$ cat config.mk
export PLATFORM = sky130hd
export DESIGN_NAME = lsu_mem_sequencer
export DESIGN_NICKNAME = d
export VERILOG_FILES = /design/src/rtl/lsu_mem_sequencer_pkg.sv /design/src/rtl/lsu_load_align.sv /design/src/rtl/lsu_mem_sequencer.sv
export SDC_FILE = /design/constraint.sdc
export NUM_CORES = 1
export LEC_CHECK = 0
export BUFFER_PORTS_ARGS = -buffer_cell sky130_fd_sc_hd__buf_4
export CORE_MARGIN = 1.5
export CORE_UTILIZATION = 49
export CTS_BUF_LIST = sky130_fd_sc_hd__clkbuf_8
export DETAILED_ROUTE_END_ITERATION = 10
export PLACE_DENSITY = 0.8
export SLEW_MARGIN = 40
export SYNTH_ARGS = -nofsm -noshare
export SYNTH_HDL_FRONTEND = slang
export SYNTH_SLANG_ARGS = --single-unit
$ cat constraint.sdc
create_clock -name clk -period 2.8 [get_ports clk]
set_input_delay 0.28 -clock clk [delete_from_list [all_inputs] [get_ports clk]]
set_output_delay 0.28 -clock clk [all_outputs]
set_load 0.02 [all_outputs]
$ cat src/rtl/lsu_mem_sequencer_pkg.sv
// Shared RAM access modes, sequencer state encoding, latched request record and split-count helper.
// Latency: n/a (types and functions only).
// Backpressure: n/a.
package lsu_mem_sequencer_pkg;

    localparam logic [1:0] RAM_MODE_BYTE    = 2'd0;
    localparam logic [1:0] RAM_MODE_HALF    = 2'd1;
    localparam logic [1:0] RAM_MODE_WORD    = 2'd2;
    localparam logic [1:0] RAM_MODE_ILLEGAL = 2'd3;

    typedef enum logic [1:0] {
        LSU_IDLE   = 2'd0,
        LSU_ACCESS = 2'd1,
        LSU_DRAIN  = 2'd2,
        LSU_RESP   = 2'd3
    } lsu_state_t;

    typedef struct packed {
        logic        we;
        logic [1:0]  mode;
        logic        sgn;
        logic [31:0] addr;
        logic [31:0] wdata;
    } lsu_req_t;

    // Index of the last piece: 0 for one RAM access, 1 for two bytes, 3 for four bytes.
    function automatic logic [1:0] piece_last(input logic [1:0] mode,
                                              input logic [1:0] ofs,
                                              input logic       force_split);
        logic [1:0] last;
        last = 2'd0;
        case (mode)
            RAM_MODE_HALF: if (force_split || ofs == 2'd3) last = 2'd1;
            RAM_MODE_WORD: if (force_split || ofs != 2'd0) last = 2'd3;
            default:       last = 2'd0;
        endcase
        return last;
    endfunction

endpackage

$ cat src/rtl/lsu_load_align.sv
// Load result formatting: single-piece data passes through, split half is zero/sign-extended from bit 15.
// Latency: combinational.
// Backpressure: none.
module lsu_load_align
    import lsu_mem_sequencer_pkg::*;
(
    input  logic [31:0] lanes,
    input  logic [1:0]  mode,
    input  logic        sgn,
    input  logic        split,
    output logic [31:0] rdata
);

    // The RAM already extends single-piece reads, and a split word fills all four lanes.
    always_comb begin
        rdata = lanes;
        if (split && mode == RAM_MODE_HALF) begin
            rdata = {{16{sgn & lanes[15]}}, lanes[15:0]};
        end
    end

endmodule

$ cat src/rtl/lsu_mem_sequencer.sv
// Load/store sequencer in front of the data RAM; splits misaligned half/word accesses into byte pieces.
// Latency: aligned store 2, aligned load 3, split store 1+n, split load 2+n cycles from accept; illegal 1.
// Backpressure: req_ready only in IDLE (one request in flight); response is a pulse with no backpressure.
module lsu_mem_sequencer
    import lsu_mem_sequencer_pkg::*;
#(
    parameter bit FORCE_SPLIT = 1'b0
) (
    input  logic        clk,
    input  logic        rst_n,
    input  logic        req_valid,
    output logic        req_ready,
    input  logic        req_we,
    input  logic [1:0]  req_mode,
    input  logic        req_signed,
    input  logic [31:0] req_addr,
    input  logic [31:0] req_wdata,
    output logic        resp_valid,
    output logic [31:0] resp_rdata,
    output logic        resp_err,
    output logic        ram_we,
    output logic [31:0] ram_addr,
    output logic [31:0] ram_wdata,
    output logic [1:0]  ram_mode,
    output logic        ram_signed,
    input  logic [31:0] ram_rdata
);

    lsu_state_t  state, state_nxt;
    lsu_req_t    req_q;
    logic [1:0]  last_q;
    logic [1:0]  k_q;
    logic [1:0]  k_prev;
    logic        err_q;
    logic [31:0] lanes_q;
    logic [31:0] align_rdata;
    logic [7:0]  wbyte;
    logic        split;
    logic        accept;

    assign accept = req_valid && req_ready;
    assign split  = (last_q != 2'd0);
    assign k_prev = k_q - 2'd1;
    assign wbyte  = req_q.wdata[{k_q, 3'b000} +: 8];

    lsu_load_align u_align (
        .lanes (lanes_q),
        .mode  (req_q.mode),
        .sgn   (req_q.sgn),
        .split (split),
        .rdata (align_rdata)
    );

    always_ff @(posedge clk or negedge rst_n) begin
        if (!rst_n) begin
            state <= LSU_IDLE;
        end else begin
            state <= state_nxt;
        end
    end

    // RAM port outputs are decoded from state so reset drops ram_we without waiting for a clock.
    always_comb begin
        state_nxt  = state;
        req_ready  = 1'b0;
        resp_valid = 1'b0;
        resp_rdata = 32'd0;
        resp_err   = 1'b0;
        ram_we     = 1'b0;
        ram_addr   = 32'd0;
        ram_wdata  = 32'd0;
        ram_mode   = RAM_MODE_BYTE;
        ram_signed = 1'b0;
        case (state)
            LSU_IDLE: begin
                req_ready = 1'b1;
                if (req_valid) begin
                    state_nxt = (req_mode == RAM_MODE_ILLEGAL) ? LSU_RESP : LSU_ACCESS;
                end
            end
            LSU_ACCESS: begin
                ram_we = req_q.we;
                if (split) begin
                    ram_addr  = req_q.addr + {30'd0, k_q};
                    ram_wdata = {24'd0, wbyte};
                end else begin
                    ram_mode   = req_q.mode;
                    ram_addr   = req_q.addr;
                    ram_signed = req_q.sgn;
                    ram_wdata  = req_q.wdata;
                end
                if (k_q == last_q) begin
                    state_nxt = req_q.we ? LSU_RESP : LSU_DRAIN;
                end
            end
            LSU_DRAIN: begin
                state_nxt = LSU_RESP;
            end
            LSU_RESP: begin
                resp_valid = 1'b1;
                resp_err   = err_q;
                if (!req_q.we && !err_q) begin
                    resp_rdata = align_rdata;
                end
                state_nxt = LSU_IDLE;
            end
            default: begin
                state_nxt = LSU_IDLE;
            end
        endcase
    end

    // Read data trails each issue by one cycle, so piece k-1 lands while piece k is issued.
    always_ff @(posedge clk or negedge rst_n) begin
        if (!rst_n) begin
            req_q   <= '0;
            last_q  <= 2'd0;
            k_q     <= 2'd0;
            err_q   <= 1'b0;
            lanes_q <= 32'd0;
        end else begin
            case (state)
                LSU_IDLE: begin
                    if (accept) begin
                        req_q.we    <= req_we;
                        req_q.mode  <= req_mode;
                        req_q.sgn   <= req_signed;
                        req_q.addr  <= req_addr;
                        req_q.wdata <= req_wdata;
                        last_q      <= piece_last(req_mode, req_addr[1:0], FORCE_SPLIT);
                        k_q         <= 2'd0;
                        err_q       <= (req_mode == RAM_MODE_ILLEGAL);
                        lanes_q     <= 32'd0;
                    end
                end
                LSU_ACCESS: begin
                    k_q <= k_q + 2'd1;
                    if (!req_q.we && k_q != 2'd0) begin
                        lanes_q[{k_prev, 3'b000} +: 8] <= ram_rdata[7:0];
                    end
                end
                LSU_DRAIN: begin
                    if (split) begin
                        lanes_q[{last_q, 3'b000} +: 8] <= ram_rdata[7:0];
                    end else begin
                        lanes_q <= ram_rdata;
                    end
                end
                default: begin
                end
            endcase
        end
    end

endmodule

# [After elaboration in Yosys (flattened, before gate mapping)]
# Index checks and enable logic that the tools add are counted.
[word_totals] reg_bits=107 in_bits=103 output_inout_bits=103 elab_cells=81
[op_classes] n_addsub=5 eq_ne=13 shifts=5 muxes=31 n_bitwise=1 reduce_logical=16
[op_table] op="$mux W32" n=10
[op_table] op="$pmux W32 S3" n=1
[op_table] op="$bwmux W32" n=2
[op_table] op="$shift A8 B7 Y32 const A" n=2
[op_table] op="$shiftx A8 B7 Y32" n=2
[op_table] op="$add A32 B2 Y32" n=1
[op_table] op="$shiftx A32 B6 Y8" n=1
[op_table] op="$mux W2" n=7
[op_table] op="$neg A5 Y7" n=2
[op_table] op="$eq A2 B2 Y1 const B" n=5
[op_table] op="$mux W1" n=8
[op_table] op="$ne A2 B2 Y1 const B" n=4
[op_table] op="$pmux W2 S2" n=2
[op_table] op="$pmux W2 S4" n=1
[op_table] op="$reduce_bool A2 Y1" n=4
[op_table] op="$eq A2 B1 Y1 const B" n=3
[op_table] op="$reduce_and A2 Y1" n=3
[op_table] op="$logic_and A1 B1 Y1" n=4
[op_table] op="$reduce_and A3 Y1" n=1
[op_table] op="$reduce_bool A3 Y1" n=1
[op_table] op="$add A2 B1 Y2 const B" n=1
[op_table] op="$eq A2 B2 Y1" n=1
[op_table] op="$logic_not A1 Y1" n=2
[op_table] op="$logic_not A2 Y1" n=1
[op_table] op="2 further kinds" n=2

# [Depth between registers and ports, before layout]
# Gate-level depths: netlist of the first run.
[logic_depth] depth_word=6 depth_mapped=10 depth_no_buf=7

# [Cells and area by module]
# A second synthesis of the first run with hierarchy kept.
[unflattened] cells_unflattened=768 area_unflattened_um2=7270.7
[modules_own_cells] module="lsu_mem_sequencer" instances=1 cells_each=715 area_each_um2=6882.9 seq_area_each_um2=2677.6
[modules_own_cells] module="lsu_load_align" instances=1 cells_each=53 area_each_um2=387.9 seq_area_each_um2=0.0

# [Worst setup path after synthesis of the first run]
# No wires, ideal clock.
[synth_timing] kind="flip-flop to output port" from="register k_q[1]" to="output ram_addr[20]" arrival_ps=2821 t_required_ps=2520 setup_slack_ps=-301 stages_incl_launch_ff=9 n_path_buf=2 path_cell_list="dfrtp_1 > buf_1 > inv_1 > fa_1 > nand2b_1 > or2_2 > clkbuf_1 > or4_1 > a21oi_1"
[synth_via] elab_chain_len=3
[synth_rtl] item="start: declaration" line="lsu_mem_sequencer.sv:32" rtl="logic [1:0] k_q;"
[synth_rtl] item="start signal: assignment" line="lsu_mem_sequencer.sv:137" rtl="k_q <= k_q + 2'd1;"
[synth_rtl] item="$add A32 B2 Y32" line="lsu_mem_sequencer.sv:84" rtl="ram_addr = req_q.addr + {30'd0, k_q};"
[synth_rtl] item="$mux W32" line="lsu_mem_sequencer.sv:83" rtl="if (split) begin"
[synth_rtl] item="$mux W32" line="lsu_mem_sequencer.sv:74" rtl="case (state)"
[synth_rtl] item="end: declaration" line="lsu_mem_sequencer.sv:22" rtl="output logic [31:0] ram_addr,"
# Every way passes these cells.

# [Final worst setup path of the first run]
[layout_timing] from="register k_q[0]" to="output ram_addr[30]"
# The elaborated chain is that of the path after synthesis.

==> results of run 1 <==
==> cells in the mapped netlist, types with 4 or more instances <==
cell type / count / area [um2]
o31ai_1: 11 / 82.6
a221oi_1: 24 / 210
o21ai_0: 54 / 270
ha_1: 19 / 238
clkbuf_1: 43 / 161
and3_1: 29 / 181
xor2_1: 4 / 35.0
nand3_1: 13 / 65.1
mux2_2: 75 / 845
a22o_1: 24 / 210
nor4_1: 5 / 31.3
or3_1: 9 / 56.3
inv_1: 23 / 86.3
nor2b_1: 6 / 37.5
xnor2_1: 5 / 43.8
o21a_1: 17 / 128
buf_2: 4 / 20.0
a21oi_1: 36 / 180
nand4_1: 6 / 37.5
and4_1: 4 / 35.0
dfrtp_1: 107 / 2680
o221ai_1: 21 / 184
nor3_1: 5 / 25.0
nor2_1: 11 / 41.3
a22oi_1: 7 / 52.6
o22ai_1: 11 / 68.8
nand2_1: 56 / 210
or4_1: 12 / 90.1
and2_1: 18 / 113
==> stage by stage <==
| stage | TNS (ns) | hold WS [ns] | setup slack, ns | util |
|---|---|---|---|---|
| global route | -2.60 | 0.106 | -0.292 | 0.681 |
| detailed placement | 0 | 0.283 | 0.0249 | 0.645 |
| global placement | 0 | 0.281 | 0.0717 | 0.645 |
| CTS | -0.946 | 0.103 | -0.189 | 0.672 |
| floorplan | 0 | -0.0156 | 0.0219 | - |
| finish | -1.42 | 0.111 | -0.267 | 0.681 |
==> sequential cells by signal, indices dropped and copies added, names as in the netlist <==
| name | count |
|---|---|
| req_q | 68 |
| last_q | 2 |
| k_q | 2 |
| lanes_q | 32 |
| state | 2 |
| err_q | 1 |
==> logic make-up after synthesis <==
kind of cell             after synthesis  share of synthesized area
AND/OR/NAND/NOR                      194                      0.163
multiplexers                          78                      0.128
AO/OA/AOI/OAI                        222                      0.225
flip-flops                           107                      0.393
XOR/XNOR                               9                     0.0116
adder cells (fa/ha/maj)               20                     0.0379
buffers and inverters                 74                     0.0415
==> final cells by class <==
class | instances | area (um2) | share of cell area
multi-input combinational | 523 | 3990 | 0.438
sequential | 107 | 2680 | 0.294
timing repair buffer | 249 | 1930 | 0.212
tap | 176 | 220 | 0.0241
clock buffer | 9 | 124 | 0.0136
inverter | 24 | 90.1 | 0.00988
clock inverter | 7 | 83.8 | 0.00919
==> layer usage <==
metal,GRT usage,wire (um)
met5,0,0
met4,0.113,659
met3,0.0663,1850
met2,0.456,9670
met1,0.386,8850
==> power groups by stage <==
stage	Combinational [W]	Clock, W	Sequential [W]
after floorplan	0.00386	0	0.00272
after global placement	0.00553	0	0.00292
after detailed placement	0.00560	0	0.00295
after CTS	0.00575	0.00106	0.00293
after global routing	0.00639	0.00110	0.00308
final	0.00588	0.00105	0.00298
==> timing repair <==
item                                   CTS  global route
pin swaps                                8             9
resized for setup                       22            14
setup endpoints to repair               16            24
hold buffers                             1             0
buffers inserted                        11             6
endpoints found under the hold margin   35             0
==> worst max path at each step <==
stage	slack, ns	end
after floorplan	0.02	ram_addr[18]
after global placement	0.07	ram_addr[30]
after detailed placement	0.02	ram_addr[30]
after CTS	-0.19	ram_addr[30]
after global routing	-0.29	ram_addr[26]
final	-0.27	ram_addr[30]
==> flow_metrics.tcl, run 1 <==
set metrics [dict create \
    place_area_mm2 0.00864 \
    critical_path_class "reg2out" \
    yosysSeqAreaShare 0.393 \
    finalSetupViolations 12 \
    leakagePower_nw 4.17 \
    port-buffer-count 205 \
    grt_pass1_wl_um 33600 \
    drv_slew 0 \
    worst-path-stages 8 \
    drc 0 \
    place_congestion 0.902 \
    final_nets 1037 \
    cp_num_buf_inv 2 \
    violations "setup timing" \
    final_hold_viol_count 0 \
    start_util 0.508 \
    drtIter0Drc 595 \
    cts_tree "done" \
    power_frac_clock 0.106 \
    core-area_mm2 0.0134 \
    synth_flop_cell "dfrtp_1" \
    power.internal_w 0.00529 \
    area_delta_synth_final_pct 34.0 \
    min_path_type "in2reg" \
    critical-path-slowest-cell "or4_4" \
    routed_via_density 6.17 \
    htreeDepth 3 \
    dieArea_mm2 0.0146 \
    synth_area_mm2 0.00681 \
    worstPathMaxFanout 3 \
    antennaDiodeCount 0 \
    postLayoutSetupSlackWorst_ns -0.267 \
    crit_path_max_incr_delay_ns 0.47 \
    cts_sinks 107 \
    pin_count 206 \
    synth_nets 827 \
    whs_endpoint "req_q[27]" \
    comb_power_share 0.593 \
    postSynthCellCount 704 \
    timing.final.crit_share 1.10 \
    wl_per_cell_um 19.2 \
    cts_buffer_depth 2 \
    max_slew_margin 0.495 \
    hpwl_um 14800 \
    die_y_um 121 \
    reg2reg_to "lanes_q[2]" \
    dieWidth_um 121 \
    worstSetupEndpointType "output port" \
    grt_pass1_vias 6611 \
    netSwitchingPower_w 0.00461 \
    drive_gt1_frac 0.409 \
    cp.arrival_ns 2.79 \
    switching_share 0.465 \
    routed_wl_um 21000 \
    final_common_cell "buf_4" \
    synth_edf_count 0 \
    ant_nets 0 \
    antenna_found_initial 0 \
    synth_cell_types 54 \
    dp.cells 1061 \
    track_usage 0.289 \
    clkTransAtPathRegs_ns 0.10 \
    status "finished with violations" \
    crit_top_cell "or4_4" \
    layoutNonFillerInstCount 1095 \
    seqPwrFrac 0.301 \
    r2r-start "state[1]" \
    fin_worst_skew_ns 0.0188 \
    worst_pin_slew_ns 0.758 \
    grt_max_degree 49 \
    via_count 6755 \
    hp-start "req_wdata[27]" \
    total_power_w 0.00990 \
    grt-ovfl-total 0 \
    power_density_mw_per_mm2 1090 \
    cap_violations 0 \
    timing.fmax_mhz 326 \
    final_cell_area_mm2 0.00912 \
    holdPathStages 2 \
    fillers 1060 \
    clk-insertion-delay-late_ns 0.40 \
    drt_pass1_iterations 5 \
    peakVddDrop_v 0.000676 \
    post-route-min-period_ns 3.07 \
    synthArstFlopShare 1.00 \
    final_cell_mix "buf_4, dfrtp_1, mux2_2" \
    startpoint "k_q[0]" \
    r2r_slack_ns 0.29 \
    synth-seq-cells 107 \
    ys_warn_count 0 \
    r2r_cells 8 \
    synth.avg_cell_area_um2 9.67 \
    rsz0062_at_grt "true" \
    cp_top_family "simple AND/OR/NAND/NOR gates" \
    worstPathRequired_ns 2.52 \
    root_buffer "clkbuf_8" \
    startpoint_type "flip-flop" \
    fp-row-count 42 \
    path_cells "ha_2 > inv_2 > fa_2 > nand3b_1 > or4_4 > or4_4 > a21oi_2 > buf_4" \
    cts_inserted_buffers 9 \
]
No activity file was read; power rests on OpenSTA's default activity.
==> run 2, diff against run 1 <==
--- a/config.mk
+++ b/config.mk
@@ -6,11 +6,13 @@
 export NUM_CORES = 1
 export LEC_CHECK = 0
 export BUFFER_PORTS_ARGS = -buffer_cell sky130_fd_sc_hd__buf_4
+export CELL_PAD_IN_SITES_DETAIL_PLACEMENT = 1
+export CELL_PAD_IN_SITES_GLOBAL_PLACEMENT = 1
 export CORE_MARGIN = 1.5
-export CORE_UTILIZATION = 49
+export CORE_UTILIZATION = 36
 export CTS_BUF_LIST = sky130_fd_sc_hd__clkbuf_8
 export DETAILED_ROUTE_END_ITERATION = 10
-export PLACE_DENSITY = 0.8
+export PLACE_DENSITY_LB_ADDON = 0.1
 export SLEW_MARGIN = 40
 export SYNTH_ARGS = -nofsm -noshare
 export SYNTH_HDL_FRONTEND = slang
==> run 2 against run 1 <==
  * The flow still finishes with violations (setup timing)
  * Sequential share of layout area fell by 0.61 points
  * Power is 3.5% higher
  * Critical path depth did not move
  * Fmax increased by 0.28%
  * Wire length rose by 18%
  * Clock power increased by 9.5%
  * Clock skew shrank 0.0068 ns
  * Core utilization is 18 points lower
  * Clock-buffer cell count up 1
  * Worst hold slack got worse by 0.012 ns
  * Design area grew 2.2%
  * Sequential power is essentially flat
  * Critical endpoint unchanged
==> flow_metrics.tcl, run 2 (synthesized netlist as in run 1, its figures left out) <==
set metrics [dict create \
    post-route-min-period_ns 3.06 \
    grt_use_met3 0.0489 \
    crit_path_max_incr_delay_ns 0.46 \
    pin_count 206 \
    crit_top_cell "or4_4" \
    cts_inserted_buffers 9 \
    max_slew_margin 0.491 \
    drc 0 \
    reg_top3 "req_q: 68 flops, lanes_q: 32 flops" \
    dieArea_mm2 0.0197 \
    multi_input_area_mm2 0.00404 \
    critical_path_class "reg2out" \
    core-area_mm2 0.0186 \
    worstPathRequired_ns 2.52 \
    cp.arrival_ns 2.78 \
    layoutNonFillerInstCount 1159 \
    routed_via_density 5.79 \
    rsz0062_at_grt "true" \
    register_area_mm2 0.00268 \
    via_count 6716 \
    drtIter0Drc 252 \
    leakagePower_nw 4.22 \
    final_nets 1043 \
    switching_share 0.475 \
    root_buffer "clkbuf_8" \
    violations "setup timing" \
    worstSetupEndpointType "output port" \
    r2r_slack_ns 0.31 \
    min_path_type "in2reg" \
    grt-ovfl-total 0 \
    cap_violations 0 \
    fillers 2128 \
    start_util 0.365 \
    timing.fmax_mhz 327 \
    utilization 0.500 \
    htreeDepth 3 \
    final_hold_viol_count 0 \
    grt_pass1_vias 7225 \
    antenna_found_initial 0 \
    area_delta_synth_final_pct 36.9 \
    die_y_um 141 \
    fin_worst_skew_ns 0.0120 \
    hpwl_um 17800 \
    dieWidth_um 141 \
    comb_power_share 0.595 \
    drt_pass1_iterations 4 \
    worst_pin_slew_ns 0.764 \
    clk-insertion-delay-late_ns 0.40 \
    startpoint_type "flip-flop" \
    timing.final.crit_share 1.09 \
    netSwitchingPower_w 0.00486 \
    port-buffer-count 205 \
    final_common_cell "buf_4" \
    peakVddDrop_v 0.000552 \
    track_usage 0.254 \
    status "finished with violations" \
    postLayoutSetupSlackWorst_ns -0.258 \
    place_congestion 0.849 \
    post-place-ws_ns 0.00469 \
    path_cells "ha_2 > inv_2 > fa_2 > nand3b_1 > or4_4 > or4_4 > a21oi_2 > buf_4" \
    power_frac_clock 0.112 \
    wl_per_cell_um 21.4 \
    drive_gt1_frac 0.419 \
    drv_slew 0 \
    cts_sinks 107 \
    grt_pass1_wl_um 39700 \
    ant_nets 0 \
    power_density_mw_per_mm2 1100 \
    use_met2 0.429 \
    final_cell_mix "buf_4, dfrtp_1, mux2_2" \
    seqPwrFrac 0.292 \
    cts_buffer_depth 2 \
    met1_usage 0.325 \
    grt_max_degree 55 \
    top_register "req_q" \
    grt_busiest_layer "met2" \
    worstPathMaxFanout 3 \
    largest_register_ffs 68 \
    fp-row-count 50 \
    finalSetupViolations 11 \
    routed_wl_um 24800 \
    power.internal_w 0.00538 \
    antennaDiodeCount 0 \
    critical-path-slowest-cell "or4_4" \
    dp.cells 1121 \
    cts_tree "done" \
    clkTransAtPathRegs_ns 0.12 \
]
==> run 2: through the flow <==
step	total power [W]	hold WS, ns	setup TNS [ns]	cell area (um2)
floorplan	0.00658	-0.0156	0	6850
global placement	0.00860	0.400	0	8740
detailed placement	0.00883	0.410	0	8740
CTS	0.0101	0.0784	-1.85	9150
global route	0.0110	0.0755	-2.65	9320
finish	0.0102	0.0990	-0.935	9320
==> run 2: worst max-delay path, delay by kind of cell, from the launching register on <==
kind,cells,cell delay (ns)
AO/OA/AOI/OAI,1,0.16
adder cells (fa/ha/maj),2,0.56
buffers and inverters,2,0.20
AND/OR/NAND/NOR,3,1.09
flip-flops,1,0.38
==> run 2: area by class of cell <==
cell class                 instances  area share
clock buffer                      10      0.0148
sequential                       107       0.288
inverter                          24     0.00967
multi-input combinational        523       0.433
tap                              234      0.0314
timing repair buffer             255       0.213
clock inverter                     6      0.0103
==> run 2: power by group through the flow <==
stage,registers [W],logic (W),clock network (W)
CTS,0.00296,0.00599,0.00118
global placement,0.00290,0.00570,0
finish,0.00300,0.00610,0.00115
floorplan,0.00272,0.00386,0
global route,0.00311,0.00665,0.00124
detailed placement,0.00297,0.00586,0
==> run 2: repair_timing <==
item | in CTS | in global routing
gates resized for setup | 23 | 17
hold buffers | 1 | 0
hold endpoints to repair | 52 | 0
endpoints found under the setup margin | 19 | 50
setup buffers | 10 | 10
pin swaps | 9 | 5
==> run 2: per-layer routing <==
metal	share of wire	routed length [um]	vias to the layer above
met1	0.43	10700	3391
met3	0.049	1220	39
met4	0.026	642	0
met5	0	0	-
met2	0.49	12200	179
li1	-	-	3107
==> run 2: worst paths after layout <==
| check | to | from | depth (start not counted) |
|---|---|---|---|
| worst max-delay path | ram_addr[30] | k_q[0] | 8 |
| worst min-delay path | req_q[14] | req_wdata[14] | 2 |
| worst max register to register | lanes_q[0] | last_q[1] | 9 |
| worst min register to register | req_q[5] | req_q[5] | 1 |
| max in group asynchronous | req_q[40] | rst_n | 3 |
| min in group asynchronous | lanes_q[6] | rst_n | 2 |
==> run 3, diff against run 2 <==
--- a/config.mk
+++ b/config.mk
@@ -12,6 +12,7 @@
 export CORE_UTILIZATION = 36
 export CTS_BUF_LIST = sky130_fd_sc_hd__clkbuf_8
 export DETAILED_ROUTE_END_ITERATION = 10
+export GPL_TIMING_DRIVEN = 0
 export PLACE_DENSITY_LB_ADDON = 0.1
 export SLEW_MARGIN = 40
 export SYNTH_ARGS = -nofsm -noshare
==> run 3 against run 2 <==
  * The flow still finishes with violations (setup timing)
  * Clock skew grew 0.0060 ns
  * Design area grew 4.9%
  * Non-clock buffer count is 46 higher
  * Clock-buffer cell count is 1 lower
  * Register-to-register slack worse by 0.15 ns
  * Via count grew 4.5%
  * First-iteration DRC count up 18%
  * Critical path type unchanged
==> flow_metrics.tcl, run 3 (synthesized netlist as in run 1, its figures left out) <==
set metrics [dict create \
    comb_power_share 0.624 \
    cap_violations 0 \
    violations "setup timing" \
    multi_input_area_mm2 0.00426 \
    power.internal_w 0.00558 \
    total_power_w 0.0109 \
    finalSetupViolations 15 \
    pin_count 206 \
    register_area_mm2 0.00269 \
    wl_per_cell_um 22.3 \
    tns_ns -2.83 \
    ant_nets 0 \
    drv_slew 0 \
    grt_pass1_vias 7332 \
    worstPathRequired_ns 2.52 \
    fin_worst_skew_ns 0.0180 \
    cp.arrival_ns 2.83 \
    fillers 2109 \
    worst_pin_slew_ns 0.906 \
    drt_pass1_iterations 5 \
    dieWidth_um 141 \
    cts_buffer_depth 2 \
    via_count 7017 \
    area_delta_synth_final_pct 43.6 \
    cts_inserted_buffers 9 \
    peakVddDrop_v 0.000547 \
    whs_ns 0.0933 \
    final_hold_viol_count 0 \
    drc 0 \
    worstSetupEndpointType "output port" \
    port-buffer-count 205 \
    root_buffer "clkbuf_8" \
    clkTransAtPathRegs_ns 0.13 \
    utilization 0.524 \
    timing.fmax_mhz 322 \
    status "finished with violations" \
    drive_gt1_frac 0.442 \
    final_nets 1089 \
    leakagePower_nw 4.39 \
    final_common_cell "buf_4" \
    hpwl_um 19100 \
    timing.final.crit_share 1.11 \
    netSwitchingPower_w 0.00531 \
    start_util 0.365 \
    switching_share 0.488 \
    cts_sinks 107 \
    place_congestion 0.900 \
    clk-insertion-delay-late_ns 0.41 \
    routed_wl_um 26800 \
    die_y_um 141 \
    grt_max_degree 72 \
    grt_pass1_wl_um 40800 \
    power_frac_clock 0.101 \
    dieArea_mm2 0.0197 \
    htreeDepth 3 \
    antennaDiodeCount 0 \
    rsz0062_at_grt "true" \
    post-route-min-period_ns 3.11 \
    routed_via_density 5.82 \
    fp-row-count 50 \
    core-area_mm2 0.0186 \
    postLayoutSetupSlackWorst_ns -0.306 \
    track_usage 0.264 \
    grt-ovfl-total 0 \
    top_register "req_q" \
    critical_path_class "reg2out" \
    reg_top3 "req_q: 68 flops, lanes_q: 32 flops" \
    worstPathMaxFanout 4 \
    min_path_type "in2reg" \
    power_density_mw_per_mm2 1110 \
    startpoint_type "flip-flop" \
    antenna_found_initial 0 \
    final_cell_mix "buf_4, dfrtp_1, mux2_2" \
    max_slew_margin 0.396 \
    drtIter0Drc 298 \
    seqPwrFrac 0.275 \
    cts_tree "done" \
    largest_register_ffs 68 \
]
==> run 3: changes by cell type in the layout (fill, tap and decap cells not counted), moves of 5 or more <==
cell / delta
a21oi_2: +6
clkbuf_2: +9
buf_4: -5
buf_6: +9
clkbuf_1: +28
a21oi_1: -8
==> run 3: per-layer routing <==
metal  share of wire  GRT usage  wire, um
met5               0          0         0
met4           0.022     0.0806       585
met2            0.50      0.455     13300
met1            0.43      0.343     11500
met3           0.054     0.0379      1440
==> run 3: worst max-delay path: stages (launching register included) <==
cell and delay, ns:
dfrtp_2 0.40, buf_8 0.11, clkinvlp_4 0.09, fa_2 0.40
nand3b_1 0.20, or4_4 0.47, or4_4 0.44, a21oi_4 0.16
buf_6 0.14
==> run 3: power by group through the flow <==
stage | Sequential, W | Clock, W | Combinational [W]
global route | 0.00310 | 0.00118 | 0.00731
global placement | 0.00291 | 0 | 0.00573
detailed placement | 0.00298 | 0 | 0.00592
floorplan | 0.00272 | 0 | 0.00386
finish | 0.00299 | 0.00111 | 0.00680
CTS | 0.00294 | 0.00113 | 0.00642
==> run 3: area by class of cell <==
cell class | instances | area share
inverters | 24 | 0.00973
clock buffers | 9 | 0.0127
clock inverters | 7 | 0.00986
plain buffers | 46 | 0.0234
flip-flops and latches | 107 | 0.275
well taps | 234 | 0.0300
multi-input cells | 523 | 0.435
repair buffers | 255 | 0.204
==> run 3: path summary, 6_finish.rpt <==
path                                from           end  slack, ns  depth (start not counted)
setup / recovery                  k_q[1]  ram_addr[30]      -0.31                          8
max in group asynchronous          rst_n     req_q[40]       1.75                          3
hold / removal             req_wdata[29]     req_q[29]       0.09                          2
hold reg to reg                 req_q[1]      req_q[1]       0.52                          1
setup reg to reg                  k_q[0]   lanes_q[18]       0.16                          9
min in group asynchronous          rst_n    lanes_q[5]       0.32                          2
==> run 3: per-stage QoR <==
stage                     cells  area (um2)  setup slack (ns)
after floorplan             704        6850            0.0219
after global placement     1143        8690            -0.701
after detailed placement   1144        8740            -0.554
after CTS                  1185        9420            -0.379
after global routing       1205        9770            -0.398
final                      1205        9770            -0.306
==> run 3: what timing repair did <==
| item | in CTS | in global routing |
|---|---|---|
| pin swaps | 12 | 20 |
| endpoints found under the hold margin | 36 | 0 |
| resized for setup | 63 | 54 |
| endpoints found under the setup margin | 115 | 94 |
| gates cloned | 1 | 0 |
| buffers inserted | 27 | 21 |
| hold buffers | 1 | 0 |
